$ cat config.mk
export PLATFORM = sky130hd
export DESIGN_NAME = seq_ctrl
export DESIGN_NICKNAME = d
export VERILOG_FILES = /design/src/rtl/seq_pkg.sv /design/src/rtl/seq_jlut.sv /design/src/rtl/seq_ctrl.sv
export SDC_FILE = /design/constraint.sdc
export NUM_CORES = 1
export LEC_CHECK = 0
export CAP_MARGIN = 15
export CORE_MARGIN = 2
export CORE_UTILIZATION = 30
export DETAILED_ROUTE_END_ITERATION = 8
export PLACE_DENSITY = 0.46
export SKIP_LAST_GASP = 1
export SYNTH_ARGS = -nofsm -noshare
export SYNTH_HDL_FRONTEND = slang
export SYNTH_SLANG_ARGS = --single-unit
$ cat constraint.sdc
create_clock -name clk -period 41.7 [get_ports clk]
set_clock_uncertainty 0.1 [all_clocks]
set_input_delay 8.34 -clock clk [delete_from_list [all_inputs] [get_ports clk]]
set_output_delay 8.34 -clock clk [all_outputs]
set_load 0.1 [all_outputs]
$ cat src/rtl/seq_pkg.sv
// seq_pkg: shared definitions for the program sequencer.
//   state_t      - sequencer FSM state (IDLE, RUN, DONE)
//   *_DEF        - default values for the seq_ctrl / seq_jlut parameters
package seq_pkg;

  typedef enum logic [1:0] {
    IDLE = 2'd0,
    RUN  = 2'd1,
    DONE = 2'd2
  } state_t;

  localparam int PC_W_DEF   = 12;
  localparam int JPTR_W_DEF = 5;
  localparam int STK_D_DEF  = 4;

endpackage

$ cat src/rtl/seq_jlut.sv
// seq_jlut: jump look-up table, 2**JPTR_W entries of PC_W bits.
// Ports:
//   clk, reset        - clock, asynchronous active-high reset (clears all entries)
//   we, waddr, wdata  - synchronous write port
//   raddr, rdata      - asynchronous read port; a write to the same index in
//                       the same cycle is seen only from the next cycle
module seq_jlut
  import seq_pkg::*;
#(
  parameter int PC_W   = PC_W_DEF,
  parameter int JPTR_W = JPTR_W_DEF
) (
  input  logic              clk,
  input  logic              reset,
  input  logic              we,
  input  logic [JPTR_W-1:0] waddr,
  input  logic [PC_W-1:0]   wdata,
  input  logic [JPTR_W-1:0] raddr,
  output logic [PC_W-1:0]   rdata
);

  localparam int DEPTH = 2 ** JPTR_W;

  logic [PC_W-1:0] mem [DEPTH];

  always_ff @(posedge clk or posedge reset) begin
    if (reset) begin
      for (int i = 0; i < DEPTH; i++) mem[i] <= '0;
    end else if (we) begin
      mem[waddr] <= wdata;
    end
  end

  assign rdata = mem[raddr];

endmodule

$ cat src/rtl/seq_ctrl.sv
// seq_ctrl: program-counter sequencer with jump LUT and optional return stack.
// Build option: define SEQ_CALL_STACK_EN to enable the call/return stack
// (otherwise call acts as jen, ret acts as increment and fault is 0).
// Ports:
//   clk, reset          - clock, asynchronous active-high reset
//   start               - begin a run from pc 0 (IDLE/DONE only)
//   stall               - freeze sequencer state for this cycle
//   jen, call, ret, halt - control actions, priority halt > ret > call > jen
//   jptr                - jump-LUT index used by jen/call
//   lut_we/waddr/wdata  - jump-LUT write port (active in every state)
//   pc                  - current instruction address
//   busy, done, fault   - state == RUN, state == DONE, stack error this run
module seq_ctrl
  import seq_pkg::*;
#(
  parameter int PC_W   = PC_W_DEF,
  parameter int JPTR_W = JPTR_W_DEF,
  parameter int STK_D  = STK_D_DEF
) (
  input  logic              clk,
  input  logic              reset,
  input  logic              start,
  input  logic              stall,
  input  logic              jen,
  input  logic              call,
  input  logic              ret,
  input  logic              halt,
  input  logic [JPTR_W-1:0] jptr,
  input  logic              lut_we,
  input  logic [JPTR_W-1:0] lut_waddr,
  input  logic [PC_W-1:0]   lut_wdata,
  output logic [PC_W-1:0]   pc,
  output logic              busy,
  output logic              done,
  output logic              fault
);

  if (STK_D < 1) begin : g_bad_stk_d
    $error("seq_ctrl: STK_D must be at least 1");
  end

  state_t          state, state_nxt;
  logic [PC_W-1:0] pc_q, pc_nxt, pc_inc, lut_rdata;

  seq_jlut #(
    .PC_W   (PC_W),
    .JPTR_W (JPTR_W)
  ) u_jlut (
    .clk   (clk),
    .reset (reset),
    .we    (lut_we),
    .waddr (lut_waddr),
    .wdata (lut_wdata),
    .raddr (jptr),
    .rdata (lut_rdata)
  );

  assign pc_inc = pc_q + PC_W'(1);

`ifdef SEQ_CALL_STACK_EN
  localparam int SP_W  = $clog2(STK_D + 1);
  localparam int IDX_W = (STK_D > 1) ? $clog2(STK_D) : 1;

  logic [SP_W-1:0] sp, sp_nxt;
  logic [PC_W-1:0] stack [STK_D];
  logic            push, fault_q, fault_nxt;

  // Stack entries only change on an accepted push; pop just moves sp.
  always_ff @(posedge clk or posedge reset) begin
    if (reset) begin
      for (int i = 0; i < STK_D; i++) stack[i] <= '0;
    end else if (push) begin
      stack[IDX_W'(sp)] <= pc_inc;
    end
  end

  always_ff @(posedge clk or posedge reset) begin
    if (reset) begin
      sp      <= '0;
      fault_q <= 1'b0;
    end else begin
      sp      <= sp_nxt;
      fault_q <= fault_nxt;
    end
  end

  assign fault = fault_q;
`else
  assign fault = 1'b0;
`endif

  always_ff @(posedge clk or posedge reset) begin
    if (reset) begin
      state <= IDLE;
      pc_q  <= '0;
    end else begin
      state <= state_nxt;
      pc_q  <= pc_nxt;
    end
  end

  always_comb begin
    state_nxt = state;
    pc_nxt    = pc_q;
`ifdef SEQ_CALL_STACK_EN
    sp_nxt    = sp;
    fault_nxt = fault_q;
    push      = 1'b0;
`endif
    case (state)
      IDLE, DONE: begin
        if (start) begin
          state_nxt = RUN;
          pc_nxt    = '0;
`ifdef SEQ_CALL_STACK_EN
          sp_nxt    = '0;
          fault_nxt = 1'b0;
`endif
        end
      end
      RUN: begin
        if (!stall) begin
          if (halt) begin
            state_nxt = DONE;
          end else if (ret) begin
`ifdef SEQ_CALL_STACK_EN
            if (sp == '0) begin
              fault_nxt = 1'b1;
              state_nxt = DONE;
            end else begin
              pc_nxt = stack[IDX_W'(sp - SP_W'(1))];
              sp_nxt = sp - SP_W'(1);
            end
`else
            pc_nxt = pc_inc;
`endif
          end else if (call) begin
`ifdef SEQ_CALL_STACK_EN
            if (sp == SP_W'(STK_D)) begin
              fault_nxt = 1'b1;
              state_nxt = DONE;
            end else begin
              push   = 1'b1;
              sp_nxt = sp + SP_W'(1);
              pc_nxt = lut_rdata;
            end
`else
            pc_nxt = lut_rdata;
`endif
          end else if (jen) begin
            pc_nxt = lut_rdata;
          end else begin
            pc_nxt = pc_inc;
          end
        end
      end
      default: state_nxt = IDLE;
    endcase
  end

  assign pc   = pc_q;
  assign busy = (state == RUN);
  assign done = (state == DONE);

endmodule

==> results of run 1 <==
-- report_power, final --
group	switching (W)	internal, W
Sequential	0.0000378	0.000461
Clock	0.000162	0.000236
Combinational	0.0000812	0.000106
Total	0.000281	0.000803
-- registers in the layout (all words and copies together), names as in the netlist --
register	flops
state	2
pc	12
u_jlut.mem	384
-- worst paths after layout --
path	cells after the start	to	slack, ns
worst min-delay path	1	u_jlut.mem[342]$_DFFE_PP0P_	0.40
min in group asynchronous	2	u_jlut.mem[106]$_DFFE_PP0P_	8.10
worst min register to register	1	u_jlut.mem[342]$_DFFE_PP0P_	0.40
worst max register to register	5	pc[2]$_DFFE_PP0P_	38.88
worst max-delay path	5	u_jlut.mem[197]$_DFFE_PP0P_	30.64
max in group clk	6	pc[2]$_DFFE_PP0P_	30.79
-- layer usage --
metal | wire length, um | global-route usage (%) | up-vias | part of all wire (%)
met5 | 0 | 0 | - | 0
li1 | - | - | 4463 | -
met4 | 859 | 3.72 | 0 | 1.7
met2 | 24100 | 26.7 | 173 | 49
met3 | 2040 | 2.92 | 64 | 4.1
met1 | 22500 | 21.9 | 5607 | 46
-- area by class of cell --
class | count | area share, %
tap | 782 | 4.62
sequential | 398 | 47.0
multi-input combinational | 676 | 37.3
clock inverter | 11 | 0.508
inverter | 4 | 0.106
antenna | 1 | 0.0118
timing repair buffer | 81 | 4.02
clock buffer | 69 | 6.43
-- worst reg2reg max path, cell delays in order (launching register included) --
cell and delay (ns):
dfrtp_1 0.40, nor4b_1 0.77, nand2_1 0.36, nor2_1 0.71, a22oi_1 0.24, o211ai_1 0.16
-- cell families (layout without fill, tap and decap cells) --
family / after synthesis / count (layout)
adder cells (fa/ha/maj): 1 / 1
other: 1 / 2
AND/OR/NAND/NOR: 120 / 120
AO/OA/AOI/OAI: 48 / 48
buffers and inverters: 103 / 165
XOR/XNOR: 1 / 1
flip-flops: 398 / 398
multiplexers: 505 / 505
-- layout by cell type, fill, tap and decap left out, types with 4 or more instances in the layout --
cell,netlist,routed
buf_4,5,29
clkinv_2,0,8
nor3b_1,4,4
nor2b_1,4,4
clkdlybuf4s50_1,0,40
dfrtp_1,398,398
nor4_1,5,5
nor2_1,29,29
a31oi_1,5,5
nand3b_1,4,4
nand3_1,8,8
o21ai_0,12,12
clkbuf_8,0,6
o211ai_1,4,4
mux2i_1,6,6
nand2_1,49,49
a22oi_1,5,5
mux4_1,8,8
mux4_2,103,103
mux2_2,388,388
clkbuf_1,65,14
clkbuf_16,0,54
-- cell usage after synthesis, types with 5 or more instances --
library cell	number	area [sq um]
a31oi_1	5	31.3
nand2_1	49	184
mux4_2	103	2320
o21ai_0	12	60.1
nand3_1	8	40.0
a22oi_1	5	37.5
mux2_2	388	4370
buf_4	5	37.5
mux2i_1	6	60.1
nor4_1	5	31.3
nor2_1	29	109
buf_2	22	110
dfrtp_1	398	9960
mux4_1	8	210
clkbuf_1	65	244
-- through the flow --
step	power, W	area [sq um]
2_1_floorplan	0.000640	18300
3_3_place_gp	0.000687	19500
3_5_place_dp	0.000693	19500
4_1_cts	0.00110	21000
5_1_grt	0.00114	21200
6_report	0.00108	21200
==> results.md, run 1 <==
- Min Clock Period, post-route: 11.06 ns
- RSZ-0062 raised after global routing: false
- # DRC: 0
- Vias per inst: 5.10
- Final wirelength: 49.5 mm
- Maximum VDD drop: 29.8 uV
- Vias in the first global route: 11224
- Layout cell share with drive strength beyond 1: 48.7%
- Sequential fraction of the synthesis area: 54.3%
- Wire per inst: 24.5 um
- Post-Syn Instances: 1177
- Slowest stage delay, CP: 0.84 ns
- Dominant synthesized flop cell: dfrtp_1
- Via count: 10307
- Count of cells resized by post-cts repair: 0
- Slowest-stage cell, CP: buf_4
- Die X-Extent: 251 um
- Rows: 90
- Count of different cell masters after synthesis: 53
- Fin util: 35.1%
- Avg Cell Area, Syn: ~16 sq um
- Syn_nets: 1209
- Synth Area in Adders: less than 1%
- Synth Area in Compound Gates: 1.85%
- Final setup margin: 30.64 ns
- Final GP Congestion: 0.774
- Max FO, Critical Path: 138
- Post-synth EDFFs: 0
- Slew Limit Fails: 0
- Crit path arrival time: 11.61 ns
- Largest family of logic cells by synthesized area: multiplexers
- Grt ovf: 0
- R2r startpoint: state[1]$_DFFE_PP0P_
- Hold crit path type: reg -> reg
- Area of the multi-input gates: 0.00789 sq mm
- Leakage: between 9 and 10 nW
- Number of buffers and inverters on the critical path: 5
- Mux share of post-synthesis cell area: between 30% and 40%
- Antenna violations before repair: 0
- Initial Util: 30.4%
- First-pass GRT wire length: 75.6 mm
- Worst Hold Launch: u_jlut.mem[342]$_DFFE_PP0P_
- Worst-path clk slew: 0.05 ns
- Global Route Usage Sum: 16.1%
- Crit path from: reset
- PwrDens: around 51 mW/mm^2
- HPWL Detailed: approximately 29 mm
- Startpoint Class: primary input
- Relative slew slack: 30.0%
- Least-Margin Pin Slew: 1.05 ns
- Cts hold-fix bufs: 0
- Setup violators final: 0
- CORE AREA: 0.0604 sq mm
- Root buffer cell: clkbuf_16
- Nets: 1239
- Final hold vios: 0
- Maxcap violations: 0
- Yosys warns: 0
- CTS Sinks: 398
- Max clock buf depth: 3
- Post-CTS Setup Bufs: 0
- Largest net degree at the start of global routing: between 100 and 150
- Cells along the critical path: clkdlybuf4s50_1 -> inv_8 -> buf_12 -> buf_4 -> buf_4
- Crit path max-delay family: buffers and inverters
- Final cycle utilization of the critical path: 26.5%
- Fill cell count: 5722
- Final ANT Viol Nets: 0
- Worst path required time: 42.25 ns
- Worst Setup Path Type: in -> async
- Xor/xnor share of the synthesized area: less than 1%
- Hold_ws: 0.397 ns
- Htree depth: 2
- Reg area: 0.00996 sq mm
- Clk Latency, worst-skew pair: around 0.58 ns
- Detailed Routing Iterations Pass 1: 4
- Asr flop ratio synth: 100%
- CP Capture Type: asynchronous set/reset pin
- Status: finished, final reports clean
- Area growth from synthesis to layout: 15.4%
- CTS tree: done
- Die area: around 0.063 sq mm
- Fin cells: 2022
- Placed Instances: between 1500 and 2000
- Crit path top cell by count: buf_4
- Pre-CTS setup slack: 29.88 ns
- # IOs: 46
- Mapped cell area: 0.0183 sq mm
- Area fraction in and, or, nand and nor cells after synthesis: a little over 3%
- Die Span Y: about 250 um
- DRT iter0 DRCs: 729
- Num CTS Buffers: 46
- Max frequency: 0.0904 GHz
- Setup TNS: 0 ns
- FF+latch count, synth: slightly below 400
- Number of port buffers: 44
Power figures use the tool's default switching activity.
==> run 2, diff against run 1 <==
- clock period: 41.7 -> 10.7 ns (I/O delays scaled with it)
==> run 2 against run 1 <==
  * Worst setup slack worse by 25 ns
  * Highest routed layer is now met5
  * Hold slack better by 0.00057 ns
  * Largest power group unchanged
  * Critical endpoint is now pc[3]$_DFFE_PP0P_
  * Via count rose by 1.5%
==> results.md, run 2 (synthesis gave the netlist of run 1 again) <==
- # IOs: 46
- DRT iter0 DRCs: 564
- Least-Margin Pin Slew: 1.21 ns
- Number of port buffers: 44
- Final ANT Viol Nets: 0
- Min-Delay Path Depth: 1
- Post-CTS Setup Bufs: 0
- Global Route Usage Sum: roughly 16%
- Num CTS Buffers: 46
- Die area: between 0.06 and 0.07 sq mm
- Psw: between 0.001 and 0.0015 W
- RSZ-0062 raised after global routing: false
- Grt ovf: 0
- GRT met1 Usage: between 20 and 25%
- Logic pwr share: between 10% and 20%
- Layout cell share with drive strength beyond 1: 49.7%
- Setup TNS: 0 ns
- Maximum VDD drop: 90.3 uV
- CTS Sinks: 398
- Crit path arrival time: 5.13 ns
- R2r startpoint: state[1]$_DFFE_PP0P_
- Area growth from synthesis to layout: 16.0%
- Largest net degree at the start of global routing: between 150 and 200
- Htree depth: 2
- Fin cells: 2024
- Min Clock Period, post-route: 4.79 ns
- CP Capture Type: register
- Via count: 10459
- Commonest cells after routing, fill and taps aside: 398 x dfrtp_1, 388 x mux2_2, 103 x mux4_2, 49 x nand2_1, 48 x clkbuf_16
- Maxcap violations: 0
- Slew Limit Fails: 0
- Busiest grt layer: met2
- Final hold vios: 0
- Leading cell type in the layout, fill and taps excluded: dfrtp_1
- Fin util: 35.3%
- CORE AREA: 0.0604 sq mm
- WHS Endpoint: u_jlut.mem[354]$_DFFE_PP0P_
- Max clock buf depth: 3
- Internal power: between 0.003 and 0.004 W
- Worst Setup Path Type: in -> reg
- Largest Register: u_jlut.mem
- Leakage: 9.23 nW
- Clk Latency, worst-skew pair: 0.58 ns
- Final wirelength: approximately 50 mm
- Worst R2R Setup Slack: ~7.6 ns
- Relative slew slack: between 10% and 20%
- Reg-to-Reg End: pc[3]$_DFFE_PP0P_
- Worst-path clk slew: 0.06 ns
- Startpoint Class: primary input
- Hold crit path type: reg -> reg
- Reg2reg path depth: 5
- PwrDens: between 200 and 250 mW/mm^2
- Rows: 90
- CTS tree: done
- Vias per inst: 5.17
- Placed Instances: 1935
- Setup violators final: 0
- Nets: 1239
- # DRC: 0
- Final Cell Area: approximately 0.021 sq mm
- Cts hold-fix bufs: 0
- Seq pwr share: 45.2%
- Worst path required time: 11.04 ns
- Count of cells resized by post-cts repair: 0
- Post-DP Area: 0.0196 sq mm
- Antenna violations before repair: 1
- Net Sw Frac: 25.9%
- Worst Hold Launch: u_jlut.mem[354]$_DFFE_PP0P_
- Final GP Congestion: 0.800
- Die X-Extent: 251 um
- Largest register FFs: 384
- Clk pwr share: 38.0%
- HPWL Detailed: 30.2 mm
- GRT met2 Usage: 26.4%
- Pwr Total: 0.00432 W
- Max FO, Critical Path: 48
- Detailed Routing Iterations Pass 1: 5
- Final cycle utilization of the critical path: 44.8%
- Max frequency: 0.209 GHz
- Wire per inst: 24.7 um
- Root buffer cell: clkbuf_16
- Vias in the first global route: 11195
- Status: finished, final reports clean
- Die Span Y: 251 um
- Initial Util: 30.4%
- Met3 Resource Use GR: 2.94%
- First-pass GRT wire length: 76.0 mm
- N_diodes: 0
## run 2: cell count changes in the layout (fill, tap and decap cells not counted), sizes merged
| cell | delta |
|---|---|
| buf | +4 |
| bufinv | +2 |
| clkbuf | -8 |
| clkinv | +3 |
| clkinvlp | +2 |
| diode | -1 |
## run 2: how the worst max path moves through the flow
stage / startpoint / endpoint / cells after the start
final: jptr[0] / pc[3]$_DFFE_PP0P_ / 6
after CTS: jptr[0] / pc[3]$_DFFE_PP0P_ / 6
after detailed placement: jptr[0] / pc[3]$_DFFE_PP0P_ / 6
after floorplan: reset / pc[0]$_DFFE_PP0P_ / 1
after global routing: jptr[0] / pc[3]$_DFFE_PP0P_ / 6
after global placement: jptr[0] / pc[3]$_DFFE_PP0P_ / 6
## run 2: routing by layer
metal / part of all wire, % / wire (um)
met1: 46 / 22900
met4: 1.9 / 944
met3: 4.2 / 2090
met2: 48 / 24200
met5: 0.032 / 16
## run 2: stage by stage
stage | setup slack (ns) | hold slack [ns]
2_1_floorplan | 3.10 | 0.370
5_1_grt | 5.72 | 0.408
6_report | 5.91 | 0.398
3_5_place_dp | 5.23 | 0.384
3_3_place_gp | 5.26 | 0.382
4_1_cts | 5.85 | 0.401
## run 2: final cells by class
class	instances	area (sq um)
well taps	782	978
inverters	4	18.8
repair buffers	81	847
multi-input cells	676	7890
fillers	5772	39100
clock buffers	65	1380
flip-flops and latches	398	9960
clock inverters	18	203
## run 2: power by group through the flow
stage,clock network [W],logic [W],registers (W)
2_1_floorplan,0,0.000534,0.00196
3_3_place_gp,0,0.000710,0.00198
3_5_place_dp,0,0.000728,0.00198
4_1_cts,0.00169,0.000729,0.00195
5_1_grt,0.00176,0.000781,0.00199
6_report,0.00164,0.000724,0.00195
## run 2: worst max-delay path: stages
cell	delay, ns
buf_6	0.52
buf_4	0.85
mux4_1	0.64
mux4_2	0.50
a22oi_1	0.20
o311ai_1	0.11
==> run 3, diff against run 2 <==
- clock period: 10.7 -> 4.78 ns (I/O delays scaled with it)
==> run 3 against run 2 <==
  * Via count decreased by 0.46%
  * Clock-buffer cell count grew 6
  * Register-to-register slack lost 5.8 ns
  * Worst setup slack lost 4.6 ns
  * Global-route usage barely moved
  * Clock power grew 120%
  * Cell count grew 0.64%
  * Combinational power increased by 130%
  * Routed wire length decreased by 0.59%
  * Sequential power is 120% higher
  * Final area rose by 0.34%
  * Hold slack improved by 0.00079 ns
  * Highest routed layer is now met4
==> results.md, run 3 (synthesis gave the netlist of run 1 again) <==
- N_diodes: 0
- Final ANT Viol Nets: 0
- Crit path max-delay family: buffers and inverters
- Number of buffers and inverters on the critical path: 1
- R2r startpoint: state[1]$_DFFE_PP0P_
- Global Route Usage Sum: between 10% and 20%
- Leading cell type in the layout, fill and taps excluded: dfrtp_1
- Crit path to: busy
- Wire per inst: about 24 um
- Detailed Routing Iterations Pass 1: 5
- Vias per inst: 5.11
- Seq pwr share: 45.4%
- Htree depth: 2
- Vias in the first global route: 11324
- CTS Sinks: just under 400
- First-pass GRT wire length: between 70 and 80 mm
- Area of the multi-input gates: 0.00789 sq mm
- Largest register FFs: 384
- Cells along the critical path: nor2b_1 -> clkdlybuf4s50_1
- Least-Margin Pin Slew: 1.10 ns
- Crit path from: state[0]$_DFFE_PP0P_
- Slowest stage delay, CP: 1.17 ns
- Final Cell Area: 0.0214 sq mm
- HPWL Detailed: approximately 30 mm
- Fin cells: 2037
- Num CTS Buffers: 48
- RSZ-0062 raised after global routing: false
- PwrDens: 449 mW/mm^2
- Area growth from synthesis to layout: 16.4%
- Max FO, Critical Path: 6
- Crit path arrival time: 2.36 ns
- Post-CTS Setup Bufs: 0
- Die X-Extent: 251 um
- Post-DP Area: 0.0197 sq mm
- Reg area: 0.00996 sq mm
- DRT iter0 DRCs: 571
- Net Sw Frac: between 20% and 30%
- Setup TNS: 0 ns
- CP Capture Type: output port
- Via count: 10411
- # DRC: 0
- Worst R2R Setup Slack: approximately 1.8 ns
- Slowest-stage cell, CP: clkdlybuf4s50_1
- Fill cell count: 5777
- Worst-path clk slew: ~0.060 ns
- Clk Latency, worst-skew pair: 0.58 ns
- Final GP Congestion: about 0.73
- Layout cell share with drive strength beyond 1: between 40% and 50%
- Final setup margin: 1.36 ns
- Maximum VDD drop: 237 uV
- Largest Register: u_jlut.mem
- Hold crit path type: reg -> reg
- WP depth: 2
- Reg2reg path depth: 5
- Internal power: 0.00709 W
- CORE AREA: 0.0604 sq mm
- Logic pwr share: 17.3%
- Clk pwr share: between 30% and 40%
- Initial Util: 30.4%
- Grt ovf: 0
- Largest net degree at the start of global routing: 86
- Maxcap violations: 0
- Min Clock Period, post-route: 3.42 ns
- Number of port buffers: 44
- Die Span Y: between 200 and 300 um
- Die area: 0.0632 sq mm
- Pre-CTS setup slack: ~0.81 ns
- Antenna violations before repair: 0
- Status: finished, final reports clean
- Setup violators final: 0
- Relative slew slack: 26.3%
- Reg-to-Reg End: pc[3]$_DFFE_PP0P_
- Leakage: 9.26 nW
- Count of cells resized by post-cts repair: 0
- Cts hold-fix bufs: 0
- Slew Limit Fails: 0
- Commonest cells after routing, fill and taps aside: 398 x dfrtp_1, 388 x mux2_2, 103 x mux4_2, 51 x clkbuf_16, 49 x nand2_1
- Worst Setup Path Type: reg -> out
- CTS tree: done
- # IOs: 46
- Worst path required time: around 3.7 ns
- Placed Instances: 1944
- Final hold vios: 0
- Max clock buf depth: 3
- Psw: 0.00249 W
- Startpoint Class: register
- Final wirelength: 49.8 mm
- Max frequency: 0.292 GHz
- Root buffer cell: clkbuf_16
- Final cycle utilization of the critical path: between 70% and 80%
- Nets: ~1300
- Rows: 90
## run 3: cell types whose count changed in the layout (fill, tap and decap cells not counted), sizes merged
cell | before | now
buf | 40 | 50
clkbuf | 66 | 73
bufinv | 4 | 2
clkdlybuf4s50 | 40 | 39
clkinv | 11 | 10
clkinvlp | 3 | 4
inv | 4 | 3
## run 3: final cells by class
| type | instances | area share [%] |
|---|---|---|
| Clock buffer | 71 | 6.60 |
| Clock inverter | 15 | 0.621 |
| Inverter | 4 | 0.0879 |
| Multi-Input combinational cell | 676 | 36.9 |
| Sequential cell | 398 | 46.6 |
| Tap cell | 782 | 4.58 |
| Timing Repair Buffer | 91 | 4.52 |
## run 3: worst min path at each step
stage	startpoint	slack, ns	to	depth (start not counted)
2_1_floorplan	u_jlut.mem[171]$_DFFE_PP0P_	0.37	u_jlut.mem[171]$_DFFE_PP0P_	1
3_3_place_gp	u_jlut.mem[174]$_DFFE_PP0P_	0.38	u_jlut.mem[174]$_DFFE_PP0P_	1
6_report	u_jlut.mem[183]$_DFFE_PP0P_	0.40	u_jlut.mem[183]$_DFFE_PP0P_	1
4_1_cts	u_jlut.mem[351]$_DFFE_PP0P_	0.40	u_jlut.mem[351]$_DFFE_PP0P_	1
5_1_grt	u_jlut.mem[234]$_DFFE_PP0P_	0.41	u_jlut.mem[234]$_DFFE_PP0P_	1
3_5_place_dp	u_jlut.mem[183]$_DFFE_PP0P_	0.39	u_jlut.mem[183]$_DFFE_PP0P_	1
## run 3: power by group through the flow
| stage | sequential (W) | combinational (W) | clock (W) |
|---|---|---|---|
| 5_1_grt | 0.00443 | 0.00179 | 0.00382 |
| 3_5_place_dp | 0.00441 | 0.00166 | 0 |
| 2_1_floorplan | 0.00439 | 0.00120 | 0 |
| 6_report | 0.00435 | 0.00166 | 0.00357 |
| 4_1_cts | 0.00435 | 0.00167 | 0.00368 |
| 3_3_place_gp | 0.00439 | 0.00163 | 0 |
## run 3: per-stage QoR
stage               total power (W)  hold slack (ns)  util, %
floorplan                   0.00559            0.370        -
global placement            0.00602            0.379     32.6
detailed placement          0.00607            0.387     32.6
CTS                         0.00970            0.400     35.1
global route                 0.0100            0.408     35.4
finish                      0.00958            0.398     35.4
## run 3: metal layers
| metal | global-route usage (%) | vias to the layer above | part of all wire [%] |
|---|---|---|---|
| met5 | 0 | - | 0 |
| met1 | 21.8 | 5670 | 46 |
| met4 | 4.74 | 0 | 2.3 |
| li1 | - | 4488 | - |
| met3 | 2.76 | 82 | 3.7 |
| met2 | 26.8 | 171 | 48 |
